**src/rtl/arbitro_mux4_pkg.sv**
```systemverilog
// Shared types for the round-robin arbiter of the 4:1 data mux.
// FSM encoding and port-index constants.
package arbitro_mux4_pkg;

   typedef enum logic {
      OCIOSO    = 1'b0,
      CONCEDIDO = 1'b1
   } estado_t;

   localparam logic [1:0] PORTA1 = 2'd0;
   localparam logic [1:0] PORTA2 = 2'd1;
   localparam logic [1:0] PORTA3 = 2'd2;
   localparam logic [1:0] PORTA4 = 2'd3;

endpackage

```
**src/rtl/arbitro_mux4_prioridade_rr.sv**
```systemverilog
// Combinational 4-bit rotating priority picker.
// Search starts at ponteiro and wraps around.
module prioridade_rr (
   input  logic [3:0] requisicao,
   input  logic [1:0] ponteiro,
   output logic [3:0] vencedor,
   output logic [1:0] indice,
   output logic       algum
);

   logic [1:0] cand;

   always_comb begin
      cand     = ponteiro;
      indice   = 2'd0;
      algum    = 1'b0;
      vencedor = 4'b0000;
      for (int i = 0; i < 4; i++) begin
         cand = ponteiro + 2'(i);
         if (!algum && requisicao[cand]) begin
            algum  = 1'b1;
            indice = cand;
         end
      end
      if (algum)
         vencedor = 4'b0001 << indice;
   end

endmodule

```
**src/rtl/arbitro_mux4.sv**
```systemverilog
// Round-robin arbiter with burst limit sharing an 8-bit 4:1 mux.
// Grant and select are registered together; saida is combinational.
module arbitro_mux4
   import arbitro_mux4_pkg::*;
#(
   parameter int LARGURA    = 8,
   parameter int MAX_RAJADA = 4
) (
   input  logic               clock,
   input  logic               reset,
   input  logic [3:0]         requisicao,
   input  logic [LARGURA-1:0] porta1,
   input  logic [LARGURA-1:0] porta2,
   input  logic [LARGURA-1:0] porta3,
   input  logic [LARGURA-1:0] porta4,
   output logic [3:0]         concessao,
   output logic [1:0]         selecao,
   output logic               valido,
   output logic [LARGURA-1:0] saida,
   output logic               preempcao
);

   localparam int CW = (MAX_RAJADA > 1) ? $clog2(MAX_RAJADA) : 1;
   localparam logic [CW-1:0] LIMITE = CW'(MAX_RAJADA - 1);

   estado_t       estado, estado_n;
   logic [1:0]    ponteiro, ponteiro_n;
   logic [CW-1:0] contador, contador_n;
   logic [3:0]    concessao_n;
   logic [1:0]    selecao_n;
   logic          preempcao_n;

   logic [3:0]    vencedor;
   logic [1:0]    indice;
   logic          algum;

   // Owner bit is masked so a forced switch always picks someone else.
   prioridade_rr u_rr (
      .requisicao (requisicao & ~concessao),
      .ponteiro   (ponteiro),
      .vencedor   (vencedor),
      .indice     (indice),
      .algum      (algum)
   );

   always_ff @(posedge clock) begin
      if (reset) begin
         estado    <= OCIOSO;
         ponteiro  <= 2'd0;
         contador  <= '0;
         concessao <= 4'b0000;
         selecao   <= 2'd0;
         preempcao <= 1'b0;
      end else begin
         estado    <= estado_n;
         ponteiro  <= ponteiro_n;
         contador  <= contador_n;
         concessao <= concessao_n;
         selecao   <= selecao_n;
         preempcao <= preempcao_n;
      end
   end

   always_comb begin
      estado_n    = estado;
      ponteiro_n  = ponteiro;
      contador_n  = contador;
      concessao_n = concessao;
      selecao_n   = selecao;
      preempcao_n = 1'b0;
      unique case (estado)
         OCIOSO: begin
            if (algum) begin
               estado_n    = CONCEDIDO;
               concessao_n = vencedor;
               selecao_n   = indice;
               ponteiro_n  = indice + 2'd1;
               contador_n  = '0;
            end
         end
         CONCEDIDO: begin
            if (!requisicao[selecao]) begin
               if (algum) begin
                  concessao_n = vencedor;
                  selecao_n   = indice;
                  ponteiro_n  = indice + 2'd1;
                  contador_n  = '0;
               end else begin
                  estado_n    = OCIOSO;
                  concessao_n = 4'b0000;
               end
            end else if (contador == LIMITE) begin
               if (algum) begin
                  concessao_n = vencedor;
                  selecao_n   = indice;
                  ponteiro_n  = indice + 2'd1;
                  contador_n  = '0;
                  preempcao_n = 1'b1;
               end
            end else begin
               contador_n = contador + 1'b1;
            end
         end
         default: estado_n = OCIOSO;
      endcase
   end

   always_comb begin
      valido = |concessao;
      unique case (selecao)
         PORTA1:  saida = porta1;
         PORTA2:  saida = porta2;
         PORTA3:  saida = porta3;
         PORTA4:  saida = porta4;
         default: saida = porta1;
      endcase
   end

endmodule

```
**config.mk**
```make
export PLATFORM = sky130hd
export DESIGN_NAME = arbitro_mux4
export DESIGN_NICKNAME = d
export VERILOG_FILES = /design/src/rtl/arbitro_mux4_pkg.sv /design/src/rtl/arbitro_mux4_prioridade_rr.sv /design/src/rtl/arbitro_mux4.sv
export SDC_FILE = /design/constraint.sdc
export NUM_CORES = 1
export LEC_CHECK = 0
export ABC_CLOCK_PERIOD_IN_PS = 4450
export CAP_MARGIN = 20
export CORE_MARGIN = 2
export CORE_UTILIZATION = 43
export CTS_BUF_LIST = sky130_fd_sc_hd__clkbuf_2 sky130_fd_sc_hd__clkbuf_4 sky130_fd_sc_hd__clkbuf_8
export CTS_CLUSTER_DIAMETER = 30
export CTS_CLUSTER_SIZE = 14
export DETAILED_ROUTE_END_ITERATION = 16
export GPL_ROUTABILITY_DRIVEN = 1
export PLACE_DENSITY = 0.86
export SYNTH_ARGS = -nofsm -noshare
export SYNTH_HDL_FRONTEND = slang
export SYNTH_HIERARCHICAL = 1
export SYNTH_SLANG_ARGS = --single-unit
```
**constraint.sdc**
```tcl
create_clock -name clock -period 4.45 [get_ports clock]
set_clock_uncertainty 0.05 [all_clocks]
set_input_delay 0.89 -clock clock [delete_from_list [all_inputs] [get_ports clock]]
set_output_delay 0.89 -clock clock [all_outputs]
set_load 0.02 [all_outputs]
```
======== Yosys cells after proc, flatten, opt, wreduce, memory -nomap -nowiden ========
Cells that the tools add are included.
word-level totals
  bits of input ports ..................... 38
  logic and storage cells ................. 75
  register bits after elaboration ......... 12
  output and inout port bits .............. 16
operators by class
  shift operators ......................... 1
  reduce and logical (&&, ||, !) cells .... 9
  bitwise logic cells ..................... 5
  add/subtract/negate cells ............... 5
  mux-type cells .......................... 39
  eq/ne operators ......................... 5
  magnitude comparators ................... 5
operator list
  operator                                               count
  case mux 8 bit (4 select lines)                        1
  two-way mux 2 bit                                      13
  two-way mux 4 bit                                      4
  < comparator 2 x 3 -> 1 bit, second input constant     5
  case mux 2 bit (2 select lines)                        3
  two-way mux 1 bit                                      11
  binary-select mux 1 bit (select 2 bit)                 5
  case mux 4 bit (2 select lines)                        1
  OR reduction 4 bit                                     2
  adder 2 x 1 -> 2 bit, second input constant            3
  equality test 2 bit, second input constant             3
  adder 2 bit, second input constant                     2
  AND 4 bit                                              1
  NOT 4 bit                                              1
  << shifter 1 x 2 -> 4 bit, first input constant        1
  logical AND 1 bit                                      3
  zero test 1 bit                                        3
  inequality test 3 x 2 -> 1 bit, second input constant  1
  NOT 1 bit                                              3
  equality test 2 x 1 -> 1 bit, second input constant    1
  zero test 2 bit                                        1
  case mux 1 bit (2 select lines)                        1

======== Depth between registers and ports, before layout ========
  word-level depth ........................ 19
  gate-level depth with buffers ........... 8
  depth with buffers taken out ............ 7

======== By module ========
The synthesis kept the hierarchy.
by module, submodules not included
  module         seq. area each (um^2)  times used  area each (um^2)  cells each
  arbitro_mux4   240.2                  1           830.8             65
  prioridade_rr  0.0                    1           182.7             32

======== Worst setup path after synthesis ========
Ideal clock, no wire load.
  path kind ............................... input to output
  from .................................... input port porta4[0]
  to ...................................... output port saida[0]
  buffers on the path ..................... 0
  required time ........................... 3.510 ns
  arrival ................................. 1.414 ns
  stages .................................. 1
  path slack .............................. 2.096 ns
  cell sequence ........................... mux4_2
between the ends
  cells in the longest elaborated chain, start to end .. 1
RTL lines
  element                          RTL line             source
  start: declaration               arbitro_mux4.sv:15   input logic [LARGURA-1:0] porta4,
  case mux 8 bit (4 select lines)  arbitro_mux4.sv:110  unique case (selecao)
  end: declaration                 arbitro_mux4.sv:19   output logic [LARGURA-1:0] saida,
Every way passes these cells.

======== Worst setup path in the final report ========
  from .................................... input port porta3[0]
  to ...................................... output port saida[0]
between the ends
  cells in the longest elaborated chain, start to end .. 1
RTL lines
  element                          RTL line             source
  start: declaration               arbitro_mux4.sv:14   input logic [LARGURA-1:0] porta3,
  case mux 8 bit (4 select lines)  arbitro_mux4.sv:110
Every way passes these cells.

==> results.json <==
{
  "cp_max_fo": 1,
  "start_kind": "input port",
  "vias": 980,
  "areaGrowthSynthToFinish_pct": 55.9,
  "drt-initial-drc-count": 11,
  "yosys_register_bits": 12,
  "syn_inst": 97,
  "period_needed_ps": 3280,
  "holdPathStages": 2,
  "grtUsageMet1_pct": 26.7,
  "grt_pass1_wl_mm": 4.35,
  "grt.overflow.total": 0,
  "min_to": "contador[1]$_SDFF_PP0_",
  "drt_pass1_iterations": 4,
  "hp-class": "reg -> reg",
  "slew_headroom_pct": 54.1,
  "cts_max_level": 1,
  "portBuffers": 53,
  "r2r_slack_ps": 2490,
  "yosysTopAreaCell": "dfxtp_1",
  "power_density_nw_per_um2": 433,
  "cts_buffers": 3,
  "postCtsSetupBuffers": 0,
  "syn_area_per_cell_um2": 10.4,
  "ios": 54,
  "drv_cap": 0,
  "grt_max_degree": 14,
  "die_area_um2": 2760,
  "max_freq_mhz": 305,
  "synth_area_leaders": "dfxtp_1 (24%), mux4_2 (20%), a21oi_1 (4.0%), a22o_1 (3.5%), nor2b_1 (3.1%)",
  "ys_warn_count": 6,
  "initial_utilization_pct": 45.8,
  "track_usage_pct": 21.8,
  "core_area_um2": 2210,
  "synth_most_common_cell": "dfxtp_1",
  "synth_nets": 136,
  "antenna_cells": 0,
  "ctsResizeCount": 0,
  "ff2ff_path_depth": 4,
  "busiest_layer": "met2",
  "ys_async_sr_fraction_pct": 0,
  "cts_tree": "done",
  "dieHeight_um": 52.6,
  "synth_edf_count": 0,
  "die_w_um": 52.6,
  "grt_use_met2_pct": 37.3,
  "use_met3_pct": 4.86,
  "status": "finished clean",
  "clockBufferDepth": 2,
  "crit_path_end_kind": "output port",
  "nets": 189,
  "fin_crit_sh_pct": 73.7,
  "grt_pass1_vias": 974,
  "wl_mm": 2.81,
  "cts_hold_buffers": 0,
  "rows": 17,
  "vias_per_cell": 5.54,
  "r2r_end": "concessao[0]$_SDFFE_PP0P_",
  "post-dp-hpwl_mm": 2.34,
  "worstPathArrival_ps": 2340,
  "fin_setup_tns_ps": 0,
  "slew_viol_final": 0,
  "drive_above_1_share_pct": 18.1,
  "gp_congestion": 0.757,
  "synthTopCellsByCount": "dfxtp_1 (12), mux4_2 (9), a21oi_1 (8), nor2_1 (8)",
  "insertion_delay_ps": 270,
  "utilization_pct": 71.4,
  "finalInstanceArea_um2": 1580,
  "ys.flop_type": "dfxtp_1",
  "critPathKind": "in -> out",
  "p_leak_nw": 0.563,
  "setup_viol": 0,
  "wl_per_cell_um": 15.9,
  "timing.rr.start": "selecao[0]$_SDFFE_PP0P_",
  "hold_path_startpoint": "contador[1]$_SDFF_PP0_",
  "clk_pin_slew_ps": 70,
  "crit_required_ps": 3510,
  "drtAntennaViolNets": 0,
  "worst_slew_pin_slew_ps": 687,
  "place_area_um2": 1540,
  "root_buffer": "clkbuf_4",
  "peakVddDrop_mv": 0.338,
  "cts_sinks": 12,
  "final-hold-violation-count": 0,
  "ys_seq_area_share_pct": 23.7,
  "antenna_found_initial": 0,
  "syn_area_um2": 1010,
  "rsz0062_at_grt": "false",
  "yosys.area.top_type_share_pct": 23.7,
  "synth_cell_type_count": 43,
  "drc": 0
}
[cell families after synthesis]
group                    count (synthesis)  synth area share (%)
buffers and inverters                   10                  5.31
multiplexers                            14                  27.0
AND/OR/NAND/NOR                         33                  20.1
AO/OA/AOI/OAI                           26                  21.7
flip-flops                              12                  23.7
adder cells (fa/ha/maj)                  1                  1.23
XOR/XNOR                                 1                 0.864
[state kept, by name (all words and copies together) (netlist names)]
| signal | cells |
|---|---|
| estado | 1 |
| concessao | 4 |
| contador | 2 |
| preempcao | 1 |
| ponteiro | 2 |
| selecao | 2 |
[per-stage QoR]
stage                     setup slack (ps)  total power, W  cells  hold slack [ps]
after global routing                  1140        0.000730    177              469
final                                 1170        0.000684    177              456
after CTS                             1160        0.000689    177              455
after detailed placement              1170        0.000600    173              442
after floorplan                       2100        0.000460     97              417
after global placement                1210        0.000588    173              430
[worst max-delay path, stage by stage]
cell and delay (ps):
clkdlybuf4s50_1 420, mux4_2 480, clkdlybuf4s50_1 560
[power by group]
group | total, W | switching, W | internal, W | leakage (nW)
clock | 0.0000849 | 0.0000351 | 0.0000498 | 0.0210
combinational | 0.000408 | 0.000182 | 0.000226 | 0.443
sequential | 0.000191 | 0.0000598 | 0.000131 | 0.0986
[area by class of cell]
class,count,area [um^2]
Multi-Input combinational cell,75,719
Fill cell,167,632
Timing Repair Buffer,53,531
Sequential cell,12,240
Clock buffer,4,36.3
Tap cell,28,35.0
Inverter,5,18.8
[worst max path at each step]
| stage | startpoint | endpoint | slack [ps] | cells after the start |
|---|---|---|---|---|
| final | porta3[0] | saida[0] | 1170 | 3 |
| after global placement | porta4[3] | saida[3] | 1210 | 3 |
| after CTS | porta3[0] | saida[0] | 1160 | 3 |
| after global routing | selecao[0]$_SDFFE_PP0P_ | saida[3] | 1140 | 2 |
| after floorplan | porta4[0] | saida[0] | 2100 | 1 |
| after detailed placement | porta3[0] | saida[0] | 1170 | 3 |
[metal layers]
layer	share of wire, %	vias to the layer above
li1	-	474
met1	39	478
met2	55	22
met3	3.5	6
met4	1.6	0
met5	0	-
[layout by cell type (no fill, tap or decap), drive strengths merged, types with 3 or more instances in the layout]
cell type,count
nand2b,3
nor2b,6
nor3,3
a22o,4
nand3b,3
nand2,5
clkdlybuf4s50,53
nor2,9
mux4,9
o21ai,3
a21oi,9
dfxtp,12
mux2i,4
a211oi,3
clkbuf,4
inv,4
Power figures use the tool's default switching activity.
